===== src/rtl/mydither_write_combiner.sv =====
// Write combiner between the drawing engine and the framebuffer: merges byte writes to
// one word address into a single downstream write; reads are passed through in order.
module mydither_write_combiner #(
  parameter int TIMEOUT = 16
) (
  input  logic        clk,
  input  logic        rst,
  input  logic        de_req,
  output logic        de_ack,
  input  logic [17:0] de_addr,
  input  logic [3:0]  de_nbyte,
  input  logic        de_rnw,
  input  logic [31:0] de_w_data,
  output logic [31:0] de_r_data,
  output logic        mem_req,
  input  logic        mem_ack,
  output logic [17:0] mem_addr,
  output logic [3:0]  mem_nbyte,
  output logic        mem_rnw,
  output logic [31:0] mem_w_data,
  input  logic [31:0] mem_r_data
);

  typedef enum logic [1:0] {IDLE, FILL, FLUSH, READ} state_t;

  state_t      state_q, state_d;
  logic [17:0] buf_addr_q, buf_addr_d;
  logic [3:0]  buf_mask_q, buf_mask_d;
  logic [31:0] buf_data_q, buf_data_d;
  logic [7:0]  cnt_q, cnt_d;
  logic        rd_done_q, rd_done_d;
  logic [31:0] de_r_data_q, de_r_data_d;
  logic        mem_req_q, mem_req_d;
  logic        mem_rnw_q, mem_rnw_d;
  logic [17:0] mem_addr_q, mem_addr_d;
  logic [3:0]  mem_nbyte_q, mem_nbyte_d;
  logic [31:0] mem_w_data_q, mem_w_data_d;

  logic [31:0] wr_bits;
  logic        addr_hit;
  logic        wr_xfer;
  logic        wr_take;
  logic        timeout_hit;
  logic        flush_go;

  assign wr_bits     = {{8{~de_nbyte[3]}}, {8{~de_nbyte[2]}},
                        {8{~de_nbyte[1]}}, {8{~de_nbyte[0]}}};
  assign addr_hit    = (de_addr == buf_addr_q);
  assign timeout_hit = (cnt_q == 8'(TIMEOUT - 1));

  always_comb begin
    de_ack = 1'b0;
    if (!rst) begin
      unique case (state_q)
        IDLE:    de_ack = de_req && !de_rnw;
        FILL:    de_ack = de_req && !de_rnw && addr_hit;
        READ:    de_ack = rd_done_q;
        default: de_ack = 1'b0;
      endcase
    end
  end

  // An all-ones byte enable is acknowledged but leaves buffer and timer untouched.
  assign wr_xfer = de_ack && de_req && !de_rnw && (state_q == IDLE || state_q == FILL);
  assign wr_take = wr_xfer && (de_nbyte != 4'hF);

  always_comb begin
    state_d      = state_q;
    buf_addr_d   = buf_addr_q;
    buf_mask_d   = buf_mask_q;
    buf_data_d   = buf_data_q;
    cnt_d        = cnt_q;
    rd_done_d    = rd_done_q;
    de_r_data_d  = de_r_data_q;
    mem_req_d    = mem_req_q;
    mem_rnw_d    = mem_rnw_q;
    mem_addr_d   = mem_addr_q;
    mem_nbyte_d  = mem_nbyte_q;
    mem_w_data_d = mem_w_data_q;
    flush_go     = 1'b0;

    unique case (state_q)
      IDLE: begin
        if (de_req && de_rnw) begin
          state_d     = READ;
          mem_req_d   = 1'b1;
          mem_rnw_d   = 1'b1;
          mem_addr_d  = de_addr;
          mem_nbyte_d = de_nbyte;
          rd_done_d   = 1'b0;
        end else if (wr_take) begin
          buf_addr_d = de_addr;
          buf_mask_d = de_nbyte;
          buf_data_d = de_w_data & wr_bits;
          cnt_d      = 8'd0;
          state_d    = FILL;
        end
      end

      FILL: begin
        if (wr_take) begin
          buf_mask_d = buf_mask_q & de_nbyte;
          buf_data_d = (buf_data_q & ~wr_bits) | (de_w_data & wr_bits);
          cnt_d      = 8'd0;
        end
        if (buf_mask_q == 4'h0 || (de_req && (de_rnw || !addr_hit))) begin
          flush_go = 1'b1;
        end else if (!wr_xfer) begin
          if (timeout_hit) flush_go = 1'b1;
          else             cnt_d    = cnt_q + 8'd1;
        end
        // Load the downstream word from the post-merge buffer value.
        if (flush_go) begin
          state_d      = FLUSH;
          mem_req_d    = 1'b1;
          mem_rnw_d    = 1'b0;
          mem_addr_d   = buf_addr_d;
          mem_nbyte_d  = buf_mask_d;
          mem_w_data_d = buf_data_d;
          cnt_d        = 8'd0;
        end
      end

      FLUSH: begin
        if (mem_req_q && mem_ack) begin
          buf_mask_d = 4'hF;
          mem_req_d  = 1'b0;
          state_d    = IDLE;
        end
      end

      READ: begin
        if (rd_done_q) begin
          rd_done_d = 1'b0;
          state_d   = IDLE;
        end else if (mem_req_q && mem_ack) begin
          de_r_data_d = mem_r_data;
          mem_req_d   = 1'b0;
          rd_done_d   = 1'b1;
        end
      end

      default: state_d = IDLE;
    endcase
  end

  always_ff @(posedge clk or posedge rst) begin
    if (rst) begin
      state_q      <= IDLE;
      buf_addr_q   <= 18'd0;
      buf_mask_q   <= 4'hF;
      buf_data_q   <= 32'd0;
      cnt_q        <= 8'd0;
      rd_done_q    <= 1'b0;
      de_r_data_q  <= 32'd0;
      mem_req_q    <= 1'b0;
      mem_rnw_q    <= 1'b0;
      mem_addr_q   <= 18'd0;
      mem_nbyte_q  <= 4'hF;
      mem_w_data_q <= 32'd0;
    end else begin
      state_q      <= state_d;
      buf_addr_q   <= buf_addr_d;
      buf_mask_q   <= buf_mask_d;
      buf_data_q   <= buf_data_d;
      cnt_q        <= cnt_d;
      rd_done_q    <= rd_done_d;
      de_r_data_q  <= de_r_data_d;
      mem_req_q    <= mem_req_d;
      mem_rnw_q    <= mem_rnw_d;
      mem_addr_q   <= mem_addr_d;
      mem_nbyte_q  <= mem_nbyte_d;
      mem_w_data_q <= mem_w_data_d;
    end
  end

  assign de_r_data  = de_r_data_q;
  assign mem_req    = mem_req_q;
  assign mem_rnw    = mem_rnw_q;
  assign mem_addr   = mem_addr_q;
  assign mem_nbyte  = mem_nbyte_q;
  assign mem_w_data = mem_w_data_q;

endmodule


===== config.mk =====
export PLATFORM = sky130hd
export DESIGN_NAME = mydither_write_combiner
export DESIGN_NICKNAME = d
export VERILOG_FILES = /design/src/rtl/mydither_write_combiner.sv
export SDC_FILE = /design/constraint.sdc
export NUM_CORES = 1
export LEC_CHECK = 0
export CORE_UTILIZATION = 45
export DETAILED_ROUTE_END_ITERATION = 10
export HOLD_SLACK_MARGIN = 0.02
export PLACE_DENSITY = 0.75
export REMOVE_ABC_BUFFERS = 1
export SLEW_MARGIN = 40
export SYNTH_ARGS = -nofsm -noshare
export SYNTH_HDL_FRONTEND = slang
export SYNTH_SLANG_ARGS = --single-unit

===== constraint.sdc =====
create_clock -name clk -period 6.35 [get_ports clk]
set_clock_uncertainty 0.05 [all_clocks]
set_input_delay 1.27 -clock clk [delete_from_list [all_inputs] [get_ports clk]]
set_output_delay 1.27 -clock clk [all_outputs]
set_load 0.02 [all_outputs]

==> results.sh <==
export IMPL_ctsHtreeMaxLevel=4
export IMPL_port_buffers=179
export IMPL_dp_slack_ns=0.906
export IMPL_numCtsBuffers=17
export IMPL_clock_latency_ns=0.41
export IMPL_critPathSlowestCell="clkdlybuf4s50_1"
export IMPL_path_delay_family="simple AND/OR/NAND/NOR gates"
export IMPL_first_pass_iters=5
export IMPL_ys_seq_area_share_pct=55.6
export IMPL_vias_per_cell=5.41
export IMPL_detail_route_antenna_nets=0
export IMPL_die_area_um2=15800
export IMPL_nFillCells=1179
export IMPL_antenna_found_initial=0
export IMPL_area_growth_pct=36.1
export IMPL_post_cts_buffers=0
export IMPL_crit_buf_inv=2
export IMPL_critPathRequiredTime_ns=5.03
export IMPL_syn_area_per_cell_um2=10.9
export IMPL_dpl_cell_count=967
export IMPL_critPathKind="in2out"
export IMPL_critPathArrivalTime_ns=4.15
export IMPL_start_util_pct=46.8
export IMPL_synth_warning_count=0
export IMPL_internal_power_mw=2.91
export IMPL_synth_distinct_cells=48
export IMPL_status="completed"
export IMPL_fp_dieH_um=126
export IMPL_grt_use_total_pct=21.3
export IMPL_hold_viol=0
export IMPL_swShare_pct=37.0
export IMPL_worstSetupEndpointType="primary output"
export IMPL_nets=898
export IMPL_slowest_delay_ns=0.68
export IMPL_synth_ff_type="dfrtp_1"
export IMPL_max_freq_ghz=0.183
export IMPL_dieWidth_um=126
export IMPL_synth_area_um2=6900
export IMPL_clk_pin_slew_ns=0.06
export IMPL_syn_inst=632
export IMPL_num_rows=44
export IMPL_grt_max_degree=108
export IMPL_clock_power_share_pct=20.0
export IMPL_cp_max_fo=5
export IMPL_cts_resized=0
export IMPL_p_sw_mw=1.71
export IMPL_root_buffer="clkbuf_16"
export IMPL_relSlewSlack_pct=49.5
export IMPL_wl_per_cell_um=16.2
export IMPL_cap_violations=0
export IMPL_slew_violations=0
export IMPL_seq_power_share_pct=35.9
export IMPL_overflow=0
export IMPL_wirelength_um=16200
export IMPL_ios=180
export IMPL_worstHoldPathType="reg2reg"
export IMPL_ys_seq_elements=153
export IMPL_core_um2=14800
export IMPL_tns_ns=0
export IMPL_startpoint_type="input pin"
export IMPL_cp_cell_sequence="clkdlybuf4s50_1 -> xnor2_1 -> nand4_1 -> nor3_1 -> and2_1 -> a21oi_1 -> o21a_1 -> nor3_1 -> clkdlybuf4s50_1"
export IMPL_clockBufferDepth=2
export IMPL_drc=0
export IMPL_post_dp_hpwl_um=11500
export IMPL_p_leak_nw=4.11
export IMPL_cts_tree="yes"
export IMPL_dr_total_vias=5395
export IMPL_cts_sinks=153
export IMPL_synth_edff_count=0
export IMPL_setup_ws_ns=0.879
export IMPL_grt_pass1_wl_um=26800
export IMPL_holdBufCountCts=0
export IMPL_globalplace_congestion=0.838
export IMPL_comb_power_share_pct=44.1
export IMPL_post_route_min_period_ns=5.47
export IMPL_grt_pass1_vias=5509
export IMPL_drt_iter0_markers=292
export IMPL_diodes=0
export IMPL_rsz0062_at_grt="no"
export IMPL_drive_gt1_share_pct=10.7
export IMPL_power_density_nw_per_um2=492
export IMPL_worst_pin_slew_ns=0.754
export IMPL_stdcell_count=997
export IMPL_post_route_period_util_pct=86.2
export IMPL_ir_drop_v=0.000242
export IMPL_setup_viol=0
export IMPL_async_flop_share_pct=100
-- placed cells by master, fill, tap and decap left out, types with 2 or more instances in the layout --
cell type and n:
clkdlybuf4s50_1 179, dfrtp_1 145, nand2_1 121, o21ai_0 57, mux2i_1 57, mux2_2 32
a22o_1 32, nor2_1 18, clkbuf_16 17, xnor2_1 16, inv_1 14, a31oi_1 13
a21oi_1 12, dfstp_2 8, nor3_1 6, o22ai_1 6, clkinv_2 6, buf_4 6
nand3_1 5, o21ai_1 5, o31ai_1 5, nand2b_1 4, nand4_1 4, or3_1 4
ha_1 4, xor2_1 2, and3_1 2, nor3_4 2, a21o_4 2, clkbuf_8 2
clkbuf_1 2
-- worst min-delay path, cell delays in order, from the launching register on --
cell,delay [ns]
dfstp_2,0.37
nand2_1,0.05
o31ai_1,0.06
-- layer usage --
| layer | track usage (%) | part of all wire, % | routed length [um] |
|---|---|---|---|
| met3 | 5.31 | 5.5 | 891 |
| met5 | 0 | 0 | 0 |
| met1 | 26.7 | 44 | 7060 |
| met2 | 35.7 | 49 | 7880 |
| met4 | 8.08 | 2.0 | 325 |
-- worst paths after layout --
kind,startpoint,endpoint,slack [ns],depth (start not counted)
worst max-delay path,de_addr[7],de_ack,0.88,9
worst min-delay path,mem_nbyte[3]$_DFFE_PP1P_,mem_nbyte[3]$_DFFE_PP1P_,0.42,2
worst max register to register,state_q[1]$_DFFE_PP0P_,mem_w_data[13]$_DFFE_PP0P_,2.88,9
worst min register to register,mem_nbyte[3]$_DFFE_PP1P_,mem_nbyte[3]$_DFFE_PP1P_,0.42,2
max in group asynchronous,rst,buf_addr_q[11]$_DFFE_PP0P_,3.75,3
min in group asynchronous,rst,de_r_data[31]$_DFFE_PP0P_,1.42,2
-- metrics by stage --
step,utilization [%],total power [mW],cell area (um2),hold WS (ns)
after detailed placement,60.0,3.72,8850,0.419
after global routing,63.7,4.90,9400,0.454
final,63.7,4.62,9400,0.423
after global placement,59.9,3.64,8840,0.414
after floorplan,-,2.82,6740,0.402
after CTS,63.6,4.66,9390,0.427
-- flip-flops by register name, indices dropped and copies added, names as in the netlist --
name,flops
state_q,2
rd_done_q,1
mem_addr,18
buf_data_q,32
buf_addr_q,18
mem_req,1
mem_w_data,32
de_r_data,32
mem_rnw,1
cnt_q,8
buf_mask_q,4
mem_nbyte,4
-- cells in the mapped netlist, types with 2 or more instances --
cell type,count,share of area (%)
dfstp_2,8,3.0
nand2b_1,4,0.36
o31ai_1,5,0.54
and3_1,2,0.18
nand2_1,121,6.6
nand3_1,5,0.36
o22ai_1,6,0.54
a31oi_1,13,1.2
ha_1,5,0.91
buf_1,2,0.11
buf_2,12,0.87
inv_1,15,0.82
or3_1,4,0.36
nor3_1,7,0.51
o21ai_1,6,0.44
mux2i_1,57,8.3
a22o_1,32,4.1
nand4_1,4,0.36
a21o_4,2,0.44
xnor2_1,16,2.0
buf_6,2,0.33
nor2_1,18,0.98
a21oi_1,12,0.87
clkbuf_1,17,0.92
dfrtp_1,145,53
xor2_1,2,0.25
o21ai_0,58,4.2
mux2_2,32,5.2
-- final cells by class --
type | instances | area [um2] | area share [%]
well taps | 184 | 230 | 2.45
clock buffers | 21 | 460 | 4.90
flip-flops and latches | 153 | 3840 | 40.9
inverters | 15 | 63.8 | 0.679
multi-input cells | 430 | 2890 | 30.7
repair buffers | 185 | 1840 | 19.5
clock inverters | 9 | 76.3 | 0.812
-- cells by family after synthesis --
| kind of cell | synth area share, % |
|---|---|
| DFF | 55.6 |
| buffers and inverters | 3.15 |
| and+or+nand+nor | 10.5 |
| xor gates and xnor gates | 2.28 |
| muxes | 13.5 |
| adders and majority gates | 0.906 |
| AOI/OAI and AO/OA | 14.0 |
-- power by group through the flow --
stage / sequential (mW) / clock, mW / combinational, mW
floorplan: 1.95 / 0 / 0.869
global placement: 1.65 / 0 / 2.00
detailed placement: 1.67 / 0 / 2.05
CTS: 1.66 / 0.942 / 2.06
global route: 1.71 / 0.981 / 2.21
finish: 1.66 / 0.922 / 2.04
Note: power is estimated with default switching activity, not from simulation.
